==> src/rtl/integ_dump_shifter_if.sv <==
// Sample-stream bundle for integ_dump_shifter.
// master = sample source side, slave = decimator side.
interface integ_dump_shifter_if #(
    parameter int BW     = 16,
    parameter int RATE_W = 10,
    parameter int NCH    = 2
);
    logic                enable;
    logic [RATE_W-1:0]   rate;
    logic                strobe_in;
    logic [NCH*BW-1:0]   signal_in;
    logic                strobe_out;
    logic [NCH*BW-1:0]   signal_out;
    logic [4:0]          shift;

    modport master (
        output enable, rate, strobe_in, signal_in,
        input  strobe_out, signal_out, shift
    );

    modport slave (
        input  enable, rate, strobe_in, signal_in,
        output strobe_out, signal_out, shift
    );
endinterface

==> src/rtl/integ_dump_shifter.sv <==
// Multi-channel integrate-and-dump decimator, gain normalised by 2^ceil(log2(N)).
// Optional INTEG_ROUND_EN: round half toward +inf instead of floor truncation.
module integ_dump_shifter #(
    parameter int BW     = 16,
    parameter int RATE_W = 10,
    parameter int NCH    = 2
) (
    input logic                  clock,
    input logic                  reset_n,
    integ_dump_shifter_if.slave  bus
);
    localparam int ACC_W = BW + RATE_W;

    logic [RATE_W-1:0]       count;
    logic [RATE_W-1:0]       rate_q;
    logic [RATE_W-1:0]       r_eff;
    logic [4:0]              sh_eff;
    logic [4:0]              shift_q;
    logic                    dump;
    logic                    strobe_q;
    logic [NCH*BW-1:0]       out_q;
    logic [NCH*BW-1:0]       result;
    logic signed [BW-1:0]    smp;
    logic signed [ACC_W-1:0] acc [NCH];
    logic signed [ACC_W-1:0] sum [NCH];
`ifdef INTEG_ROUND_EN
    logic [ACC_W:0]          half;
    logic signed [ACC_W:0]   rsum;
`endif

    // ceil(log2(r+1)): smallest s with 2^s >= N
    function automatic logic [4:0] clog2n(input logic [RATE_W-1:0] r);
        logic [RATE_W:0] n;
        logic [4:0]      s;
        n = {1'b0, r} + 1'b1;
        s = '0;
        for (int i = 0; i < RATE_W; i++) begin
            if (n > ((RATE_W+1)'(1) << i)) s = 5'(i + 1);
        end
        return s;
    endfunction

    // First strobe of a period uses the live rate; the rest use the latched copy
    always_comb begin
        r_eff  = (count == '0) ? bus.rate : rate_q;
        dump   = bus.strobe_in && (count == r_eff);
        sh_eff = clog2n(r_eff);
        result = '0;
        smp    = '0;
`ifdef INTEG_ROUND_EN
        half   = '0;
        rsum   = '0;
        if (sh_eff != 5'd0) half = (ACC_W+1)'(1) << (sh_eff - 5'd1);
`endif
        for (int c = 0; c < NCH; c++) begin
            smp    = bus.signal_in[c*BW +: BW];
            sum[c] = acc[c] + ACC_W'(smp);
`ifdef INTEG_ROUND_EN
            rsum   = (ACC_W+1)'(sum[c]) + half;
            result[c*BW +: BW] = BW'(rsum >>> sh_eff);
`else
            result[c*BW +: BW] = BW'(sum[c] >>> sh_eff);
`endif
        end
    end

    // Period counter, accumulators, rate latch and registered output
    always_ff @(posedge clock or negedge reset_n) begin
        if (!reset_n) begin
            count    <= '0;
            rate_q   <= '0;
            shift_q  <= '0;
            strobe_q <= 1'b0;
            out_q    <= '0;
            for (int c = 0; c < NCH; c++) acc[c] <= '0;
        end else if (!bus.enable) begin
            count    <= '0;
            strobe_q <= 1'b0;
            for (int c = 0; c < NCH; c++) acc[c] <= '0;
        end else begin
            strobe_q <= dump;
            if (bus.strobe_in) begin
                if (count == '0) begin
                    rate_q  <= bus.rate;
                    shift_q <= sh_eff;
                end
                if (dump) begin
                    count <= '0;
                    out_q <= result;
                    for (int c = 0; c < NCH; c++) acc[c] <= '0;
                end else begin
                    count <= count + 1'b1;
                    for (int c = 0; c < NCH; c++) acc[c] <= sum[c];
                end
            end
        end
    end

    assign bus.strobe_out = strobe_q;
    assign bus.signal_out = out_q;
    assign bus.shift      = shift_q;
endmodule

==> src/flat_wrapper.sv <==
// flat-port wrapper written by rule: the top's interface ports become plain ports
module integ_dump_shifter_flat 
#(
    parameter int BW     = 16,
    parameter int RATE_W = 10,
    parameter int NCH    = 2
)
  (clock, reset_n, bus_enable, bus_rate, bus_strobe_in, bus_signal_in, bus_strobe_out, bus_signal_out, bus_shift);
  integ_dump_shifter_if #(.BW(BW), .RATE_W(RATE_W), .NCH(NCH)) bus_i ();
  input logic clock;
  input logic reset_n;
  input wire logic [$bits(bus_i.enable)-1:0] bus_enable;
  input wire logic [$bits(bus_i.rate)-1:0] bus_rate;
  input wire logic [$bits(bus_i.strobe_in)-1:0] bus_strobe_in;
  input wire logic [$bits(bus_i.signal_in)-1:0] bus_signal_in;
  output wire logic [$bits(bus_i.strobe_out)-1:0] bus_strobe_out;
  output wire logic [$bits(bus_i.signal_out)-1:0] bus_signal_out;
  output wire logic [$bits(bus_i.shift)-1:0] bus_shift;
  assign bus_i.enable = bus_enable;
  assign bus_i.rate = bus_rate;
  assign bus_i.strobe_in = bus_strobe_in;
  assign bus_i.signal_in = bus_signal_in;
  assign bus_strobe_out = bus_i.strobe_out;
  assign bus_signal_out = bus_i.signal_out;
  assign bus_shift = bus_i.shift;
  integ_dump_shifter #(.BW(BW), .RATE_W(RATE_W), .NCH(NCH)) u_core (.clock(clock), .reset_n(reset_n), .bus(bus_i));
endmodule
==> config.mk <==
export PLATFORM = sky130hd
export DESIGN_NAME = integ_dump_shifter_flat
export DESIGN_NICKNAME = d
export VERILOG_FILES = /design/src/rtl/integ_dump_shifter_if.sv /design/src/rtl/integ_dump_shifter.sv /design/src/flat_wrapper.sv
export SDC_FILE = /design/constraint.sdc
export NUM_CORES = 1
export LEC_CHECK = 0
export ABC_AREA = 0
export CAP_MARGIN = 20
export CORE_ASPECT_RATIO = 0.8
export CORE_MARGIN = 5
export CORE_UTILIZATION = 45
export DETAILED_ROUTE_END_ITERATION = 6
export PLACE_DENSITY = 0.71
export SLEW_MARGIN = 25
export SYNTH_ARGS = -nofsm -noshare
export SYNTH_HDL_FRONTEND = slang
export SYNTH_SLANG_ARGS = --single-unit
==> constraint.sdc <==
create_clock -name clock -period 12.2 [get_ports clock]
set_clock_uncertainty 0.1 [all_clocks]
set_input_delay 2.44 -clock clock [delete_from_list [all_inputs] [get_ports clock]]
set_output_delay 2.44 -clock clock [all_outputs]
set_load 0.02 [all_outputs]
After elaboration in Yosys (flattened, before gate mapping)
Cells that the tools add are included.

$add $sub $neg: 4. Multipliers: 0. Divide/modulo/power cells: 0. Order comparisons: 10. Equal/unequal tests: 2. Shifts and indexed selects: 2. Muxes and demuxes: 18. Bitwise logic cells: 0. Reduce and logical (&&, ||, !) cells: 5.

Operators by type and width (count): $mux W52 (3); $add A26 B16 Y26 (2); $sshr A26 B5 Y16 (2); $mux W5 (9); $mux W10 (4); $add A10 B1 Y11 const B (1); $gt A11 B1 Y1 const B (1); $gt A11 B10 Y1 const B (1); $gt A11 B2 Y1 const B (1); $gt A11 B3 Y1 const B (1); $gt A11 B4 Y1 const B (1); $gt A11 B5 Y1 const B (1); $gt A11 B6 Y1 const B (1); $gt A11 B7 Y1 const B (1); $gt A11 B8 Y1 const B (1); $gt A11 B9 Y1 const B (1); $add A10 B1 Y10 const B (1); $eq A10 B10 Y1 (1); $logic_not A10 Y1 (1); $reduce_and A3 Y1 (2); $mux W1 (2); $ne A2 B1 Y1 const B (1); $reduce_and A2 Y1 (1); $logic_and A1 B1 Y1 (1).

Register bits after elaboration: 110. Bits in latches: 0. Memory bits (writable): 0. Bits in read-only memories: 0. Input port bits: 46. Output and inout bits: 38. Word-level logic and storage cells: 48. Memories kept: 0.

Depth between registers and ports, before layout
Gate-level depths: netlist of the first run.

Depth after elaboration: 15. Depth in mapped cells: 24. Depth with buffers taken out: 18.

Worst setup path after synthesis of the first run
No wires, ideal clock.

Path kind: input -> register. Start point: in bus_rate[0]. End point: reg u_core.out_q[30] (netlist: u_core.bus.signal_out[30]). Library setup time: 131 ps. Arrival time: 5800 ps. Required time: 11969 ps. Setup slack: 6169 ps. Stages: 14. Buffers on the path: 1. Cell sequence: mux2_2 > ha_1 > clkbuf_1 > nor2_1 > nand3_1 > a311oi_1 > o21ai_1 > a2111o_1 > a211oi_4 > a21oi_4 > nor2_2 > mux2_2 > a221oi_1 > o31ai_1.

Word-level cells in the longest chain between the ends: 14.

Ends and longest elaborated chain: from (decl) (line flat_wrapper.sv:13) `input wire logic [$bits(bus_i.rate)-1:0] bus_rate;`; $mux W10 * (line integ_dump_shifter.sv:45) `r_eff = (count == '0) ? bus.rate : rate_q;`; $add A10 B1 Y11 (line integ_dump_shifter.sv:35) `n = {1'b0, r} + 1'b1;`; $gt A11 B1 Y1 (line integ_dump_shifter.sv:38) `if (n > ((RATE_W+1)'(1) << i)) s = 5'(i + 1);`; $mux W1 (line integ_dump_shifter.sv:38); $mux W5 (9 in series) (line integ_dump_shifter.sv:38); $sshr A26 B5 Y16 (line integ_dump_shifter.sv:62) `result[c*BW +: BW] = BW'(sum[c] >>> sh_eff);`; to (signal assigned) (line integ_dump_shifter.sv:89) `out_q <= result;`; to (decl) (line integ_dump_shifter.sv:21) `logic [NCH*BW-1:0] out_q;`.

Every way passes the cells marked *; elsewhere a longest branch is shown, timed or not. A chain may end at the register's enable or synchronous reset.

Worst setup path in the final report of the first run
Start point: in bus_rate[1]. End point: reg u_core.out_q[4] (netlist: u_core.bus.signal_out[4]).

Word-level cells in the longest chain between the ends: 14.

Ends and longest elaborated chain: $mux W10 * (line integ_dump_shifter.sv:45); via u_core.r_eff[1] (line integ_dump_shifter.sv:16) `logic [RATE_W-1:0] r_eff;`; $add A10 B1 Y11 (line integ_dump_shifter.sv:35); $gt A11 B1 Y1 (line integ_dump_shifter.sv:38); $mux W1 (line integ_dump_shifter.sv:38); $mux W5 (9 in series) (line integ_dump_shifter.sv:38); $sshr A26 B5 Y16 (line integ_dump_shifter.sv:62).

Mark *: on every way through the listed nets, which the timed path passes. The rest lies on a longest branch.

==> results of run 1 <==
[layout make-up]
| type | instances | area [um^2] |
|---|---|---|
| well taps | 300 | 375 |
| inverters | 31 | 116 |
| clock inverters | 6 | 48.8 |
| flip-flops and latches | 109 | 2730 |
| fillers | 2085 | 10500 |
| multi-input cells | 1001 | 6860 |
| clock buffers | 9 | 225 |
| repair buffers | 94 | 908 |
[Yosys cell counts, types with 14 or more instances]
cell type,count,area share [%]
dfrtp_1,109,27
nand2_1,102,3.8
o21ai_0,101,5.1
nor2_1,79,3.0
a21oi_1,72,3.6
nand3_1,69,3.5
ha_1,55,6.9
clkbuf_1,43,1.6
xnor2_1,42,3.7
a22o_1,35,3.1
mux2i_1,31,3.1
inv_1,29,1.1
o21ai_1,24,1.2
nor3_1,22,1.1
xor2_1,21,1.8
o211ai_1,20,1.5
a21o_1,17,1.3
mux2_2,17,1.9
or3_1,17,1.1
and3_1,16,1.0
o21a_1,14,1.1
[kinds of logic (layout without fill, tap and decap cells)]
| logic type | Yosys count | after routing |
|---|---|---|
| other | 1 | 1 |
| muxes | 49 | 49 |
| DFF | 109 | 109 |
| and+or+nand+nor | 398 | 398 |
| adders and majority gates | 57 | 57 |
| buffers and inverters | 96 | 140 |
| xor gates and xnor gates | 63 | 63 |
| AOI/OAI and AO/OA | 433 | 433 |
[registers in the layout (all words and copies together), names as in the netlist]
signal	count
u_core.acc	52
u_core.bus.shift	4
u_core.bus.signal_out	32
u_core.bus.strobe_out	1
u_core.count	10
u_core.rate_q	10
[layout by cell type, fill, tap and decap left out, types with 11 or more instances in the layout]
cell             synthesis  routed
mux2_2                  17      17
nor3_1                  22      22
nor2_1                  79      78
o211ai_1                20      20
mux2i_1                 31      31
nand2_1                102     102
and3_1                  16      16
nand3_1                 69      69
a21o_1                  17      17
and2_1                  12      12
inv_1                   29      29
clkdlybuf4s50_1          0      81
o21a_1                  14      14
dfrtp_1                109     109
o21ai_0                101     101
nor4_1                  11      11
a31oi_1                 12      12
o21ai_1                 24      24
xor2_1                  21      21
xnor2_1                 42      42
ha_1                    55      55
a21oi_1                 72      72
buf_4                    6      13
nand2b_1                12      12
or3_1                   17      17
a22o_1                  35      35
[worst max path at each step]
stage	end	startpoint	slack, ns	cells past startpoint
after floorplan	u_core.bus.signal_out[30]	bus_rate[0]	6.17	14
after global placement	u_core.bus.signal_out[4]	bus_rate[0]	4.42	14
after detailed placement	u_core.bus.signal_out[4]	bus_rate[1]	4.34	15
after CTS	u_core.bus.signal_out[4]	bus_rate[0]	4.72	14
after global routing	u_core.bus.signal_out[4]	bus_rate[1]	3.94	15
final	u_core.bus.signal_out[4]	bus_rate[1]	4.59	15
[stage by stage]
stage                     worst slack, ns  area [um^2]  utilization [%]
after floorplan                      6.17        10000                -
after global routing                 3.94        11300             51.8
after detailed placement             4.34        11000             50.5
after global placement               4.42        11000             50.5
after CTS                            4.72        11300             51.8
final                                4.59        11300             51.8
[worst max-delay path, stage by stage]
cell and delay (ns):
clkdlybuf4s50_1 0.59, mux2i_1 0.18, inv_1 0.09, ha_1 0.46
inv_1 0.19, or3_1 0.42, a311oi_1 0.41, o21ai_1 0.17
a2111o_1 0.46, a211oi_4 0.37, a21oi_4 0.28, nor2_2 0.71
o21ai_0 0.31, a2111oi_0 0.52, a21oi_1 0.13
[per-layer routing]
metal  vias up  global-route usage (%)  routed length, um
met5         -                       0                  0
met4         0                    7.53                974
met3        93                    3.81               2870
met2       558                    37.2              13500
met1      4894                    37.1              14700
li1       4674                       -                  -
[report_power, final]
group | internal, mW | switching [mW]
Sequential | 0.410 | 0.0455
Clock | 0.140 | 0.154
Combinational | 0.349 | 0.603
==> impl_metrics.py, run 1 <==
metrics = {
    "outcome": {
        "status": "finished, final reports clean",
    },
    "sta": {
        "hold_viol": 0,
        "hold_ws_ns": 0.392,
        "fin_crit_sh_pct": 62.4,
        "fmax_mhz": 131,
        "maxSlewHeadroom_pct": 34.4,
        "drv_slew": 0,
        "period_minus_slack_ns": 7.61,
        "tightest_slew_ns": 0.972,
        "rsz0062_at_grt": "false",
        "tns_ns": 0,
        "final-setup-viol-count": 0,
    },
    "place": {
        "io_buffers": 82,
        "dp_hpwl_um": 23000,
        "dp_cells": 1535,
        "place_congestion": 0.976,
    },
    "floorplan": {
        "boundaryPins": 84,
        "dieArea_mm2": 0.0253,
        "initial_utilization_pct": 46.0,
        "die_y_um": 143,
        "die_w_um": 177,
        "placementRows": 48,
        "core_mm2": 0.0217,
    },
    "cts": {
        "ctsResizeCount": 0,
        "clock_sinks": 109,
        "postCtsSetupRepairBufs": 0,
        "clk_pin_slew_worst_paths_ns": 0.08,
        "tritoncts": "yes",
        "htree_levels": 3,
        "cts_inserted_buffers": 9,
        "cts.hold.buffers_added": 0,
        "clock_latency_ns": 0.37,
        "cts_max_path_buffers": 2,
        "cts-root-buf": "clkbuf_16",
    },
    "logic_synthesis": {
        "synth-seq-area-share_pct": 27.3,
        "ys_dominant_reg_cell": "dfrtp_1",
        "syn_avg_cell_area_um2": 8.29,
        "ys_ff_latch": 109,
        "syn_inst": 1206,
        "synth_top_family_by_area": "compound AO/OA/AOI/OAI gates",
        "yosys.area_share.simple_pct": 20.3,
        "synth-compound-area-share_pct": 30.2,
        "synth_xor_area_share_pct": 5.52,
        "yosysUniqueCellTypes": 104,
        "synth_mux_area_share_pct": 5.13,
        "synth_edf_count": 0,
        "syn_nets": 1309,
        "yosysWarnings": 0,
        "synthesis.area_mm2": 0.0100,
        "synthArstFlopShare_pct": 100,
        "synthAdderAreaFrac_pct": 7.28,
    },
    "min_path": {
        "min_from": "u_core.acc[28]",
        "hold_path.class": "reg -> reg",
        "min_path_cells": 2,
        "whs_endpoint": "u_core.acc[28]",
    },
    "worst_setup_path": {
        "required_ns": 12.34,
        "cp-end-kind": "register",
        "reg2reg_slack_ns": 5.90,
        "worstSetupStartpointType": "input pin",
        "crit_type": "in -> reg",
        "worstPathMaxFanout": 27,
        "crit_arrival_ns": 7.75,
        "rr_startpoint": "u_core.count[1]",
        "reg2reg_depth": 18,
        "regToRegEndpoint": "u_core.bus.signal_out[4]",
    },
    "route": {
        "vias": 10219,
        "wl_per_cell_um": 20.7,
        "vias_per_cell": 6.59,
        "drtPass1Iterations": 5,
        "ant_nets": 0,
        "drc_errors": 0,
        "wirelength_um": 32100,
        "initialDrtViolationCount": 1125,
    },
    "finish": {
        "area_growth_syn_to_layout_pct": 12.6,
        "antenna_cells": 0,
        "layoutNonFillerInstCount": 1550,
        "final_net_count": 1349,
        "drive_gt1_share_pct": 6.64,
    },
    "grt": {
        "grt_overflow_total": 0,
        "grt_pass1_vias": 9353,
        "grt_max_degree": 63,
        "antenna_found_initial": 0,
        "grt_pass1_wl_um": 51200,
        "track_usage_pct": 24.8,
    },
    "pwr": {
        "worst_ir_drop_vdd_v": 0.0000875,
        "fin_total_pwr_mw": 1.70,
        "powerDensity_mw_per_mm2": 151,
        "leakage_nw": 4.71,
    },
    "job": {
        "cap_viol_max_count": 0,
    },
}
Power figures use the tool's default switching activity.
==> run 2: changes to the inputs <==
--- a/config.mk
+++ b/config.mk
@@ -11,7 +11,7 @@
 export CORE_MARGIN = 5
 export CORE_UTILIZATION = 45
 export DETAILED_ROUTE_END_ITERATION = 6
-export PLACE_DENSITY = 0.71
+export PLACE_DENSITY = 0.73
 export SLEW_MARGIN = 25
 export SYNTH_ARGS = -nofsm -noshare
 export SYNTH_HDL_FRONTEND = slang
==> constraint.sdc (replaced) <==
create_clock -name clock -period 6.4 [get_ports clock]
set_clock_uncertainty 0.1 [all_clocks]
set_input_delay 1.28 -clock clock [delete_from_list [all_inputs] [get_ports clock]]
set_output_delay 1.28 -clock clock [all_outputs]
set_load 0.02 [all_outputs]
==> run 2 against run 1 <==
Via count increased by 0.15%. Non-clock buffer count increased by 18. Highest routed layer unchanged. Combinational power increased by 94%.
==> impl_metrics.py, run 2 (synthesis results as in run 1) <==
metrics = {
    "outcome": {
        "status": "finished, final reports clean",
    },
    "cts": {
        "cts-root-buf": "clkbuf_16",
        "cts.hold.buffers_added": 0,
        "htree_levels": 3,
        "clock_latency_ns": 0.38,
        "tritoncts": "yes",
        "postCtsSetupRepairBufs": 0,
        "clock_sinks": 109,
        "cts_max_path_buffers": 2,
        "cts_inserted_buffers": 9,
        "clk_pin_slew_worst_paths_ns": 0.09,
        "ctsResizeCount": 0,
    },
    "floorplan": {
        "boundaryPins": 84,
        "die_y_um": 143,
        "initial_utilization_pct": 46.0,
        "placementRows": 48,
        "die_w_um": 177,
        "core_mm2": 0.0217,
        "dieArea_mm2": 0.0253,
    },
    "route": {
        "wirelength_um": 32700,
        "ant_nets": 0,
        "initialDrtViolationCount": 996,
        "drc_errors": 0,
        "vias_per_cell": 6.52,
        "wl_per_cell_um": 20.9,
        "vias": 10234,
        "drtPass1Iterations": 6,
    },
    "sta": {
        "fin_crit_sh_pct": 95.6,
        "hold_ws_ns": 0.391,
        "setup_ws_ns": 0.283,
        "maxSlewHeadroom_pct": 32.2,
        "tns_ns": 0,
        "hold_viol": 0,
        "fmax_mhz": 163,
        "drv_slew": 0,
        "period_minus_slack_ns": 6.12,
        "tightest_slew_ns": 1.00,
        "rsz0062_at_grt": "false",
        "final-setup-viol-count": 0,
    },
    "pwr": {
        "leakage_nw": 4.82,
        "fin_total_pwr_mw": 3.30,
        "powerDensity_mw_per_mm2": 289,
        "worst_ir_drop_vdd_v": 0.000154,
    },
    "grt": {
        "grt_overflow_total": 0,
        "antenna_found_initial": 0,
        "grt_pass1_wl_um": 51800,
        "track_usage_pct": 25.2,
        "grt_max_degree": 63,
        "grt_pass1_vias": 9574,
    },
    "worst_setup_path": {
        "crit_end": "u_core.bus.signal_out[16]",
        "reg2reg_depth": 19,
        "regToRegEndpoint": "u_core.bus.signal_out[16]",
        "worstSetupStartpointType": "input pin",
        "rr_startpoint": "u_core.count[1]",
        "worstPathMaxFanout": 27,
        "startpoint": "bus_rate[1]",
        "required_ns": 6.59,
        "crit_arrival_ns": 6.31,
        "crit_type": "in -> reg",
        "cp-end-kind": "register",
        "reg2reg_slack_ns": 0.56,
    },
    "place": {
        "post_dp_cell_area_mm2": 0.0111,
        "pre_cts_ws_ns": 0.0492,
        "dp_hpwl_um": 23800,
        "place_congestion": 0.983,
        "dp_cells": 1553,
        "io_buffers": 82,
    },
    "finish": {
        "area_growth_syn_to_layout_pct": 14.1,
        "final_net_count": 1367,
        "finish.utilization_pct": 52.5,
        "final_cell_mix": "109 x dfrtp_1, 102 x nand2_1, 101 x o21ai_0, 81 x clkdlybuf4s50_1, 78 x nor2_1",
        "largest_register_ffs": 52,
        "antenna_cells": 0,
        "layoutNonFillerInstCount": 1569,
        "drive_gt1_share_pct": 8.04,
        "final_common_cell": "dfrtp_1",
        "finalInstanceArea_mm2": 0.0114,
        "regMostFlops": "u_core.acc",
        "nFillCells": 2072,
    },
    "job": {
        "cap_viol_max_count": 0,
    },
    "min_path": {
        "hold_path.class": "reg -> reg",
    },
}
-- run 2: cell types whose count changed in the layout (fill, tap and decap cells not counted) --
cell and delta:
buf_4 +18, clkinvlp_4 -3, inv_6 +2, clkinv_2 +1
clkinv_8 +1
-- run 2: worst max-delay path, cell delays in order --
cell,delay [ns]
clkdlybuf4s50_1,0.53
mux2i_1,0.35
inv_1,0.08
ha_1,0.28
buf_4,0.20
ha_1,0.35
a311oi_1,0.46
o21ai_1,0.19
a2111oi_1,0.80
o31ai_2,0.25
nor2_4,0.32
buf_4,0.39
nand2_1,0.27
a311oi_1,0.28
nor3_1,0.09
o21ai_0,0.16
-- run 2: layout make-up --
type | instances | area [um^2] | share of cell area, %
Clock buffer | 9 | 225 | 1.97
Sequential cell | 109 | 2730 | 23.9
Multi-Input combinational cell | 1001 | 6860 | 60.1
Timing Repair Buffer | 112 | 1040 | 9.14
Inverter | 31 | 116 | 1.02
Tap cell | 300 | 375 | 3.29
Clock inverter | 7 | 65.1 | 0.570
-- run 2: worst min path at each step --
stage / start / end / slack [ns] / cells past startpoint
floorplan: u_core.acc[14] / u_core.acc[14] / 0.35 / 2
CTS: u_core.acc[21] / u_core.acc[21] / 0.40 / 2
finish: u_core.acc[21] / u_core.acc[21] / 0.39 / 2
global placement: u_core.bus.shift[3] / u_core.bus.shift[3] / 0.36 / 2
detailed placement: u_core.acc[21] / u_core.acc[21] / 0.38 / 2
global route: u_core.acc[37] / u_core.acc[37] / 0.42 / 2
-- run 2: layer usage --
| layer | global-route usage [%] | wire length (um) | up-vias |
|---|---|---|---|
| met1 | 36.3 | 14500 | 4888 |
| met4 | 8.06 | 865 | 0 |
| met3 | 4.47 | 3110 | 81 |
| met5 | 0 | 0 | - |
| li1 | - | - | 4717 |
| met2 | 38.8 | 14200 | 548 |
-- run 2: power by group --
| group | internal (mW) | switching, mW | total [mW] |
|---|---|---|---|
| combinational | 0.691 | 1.16 | 1.85 |
| sequential | 0.782 | 0.0875 | 0.870 |
| clock | 0.274 | 0.304 | 0.579 |
| total | 1.75 | 1.55 | 3.30 |
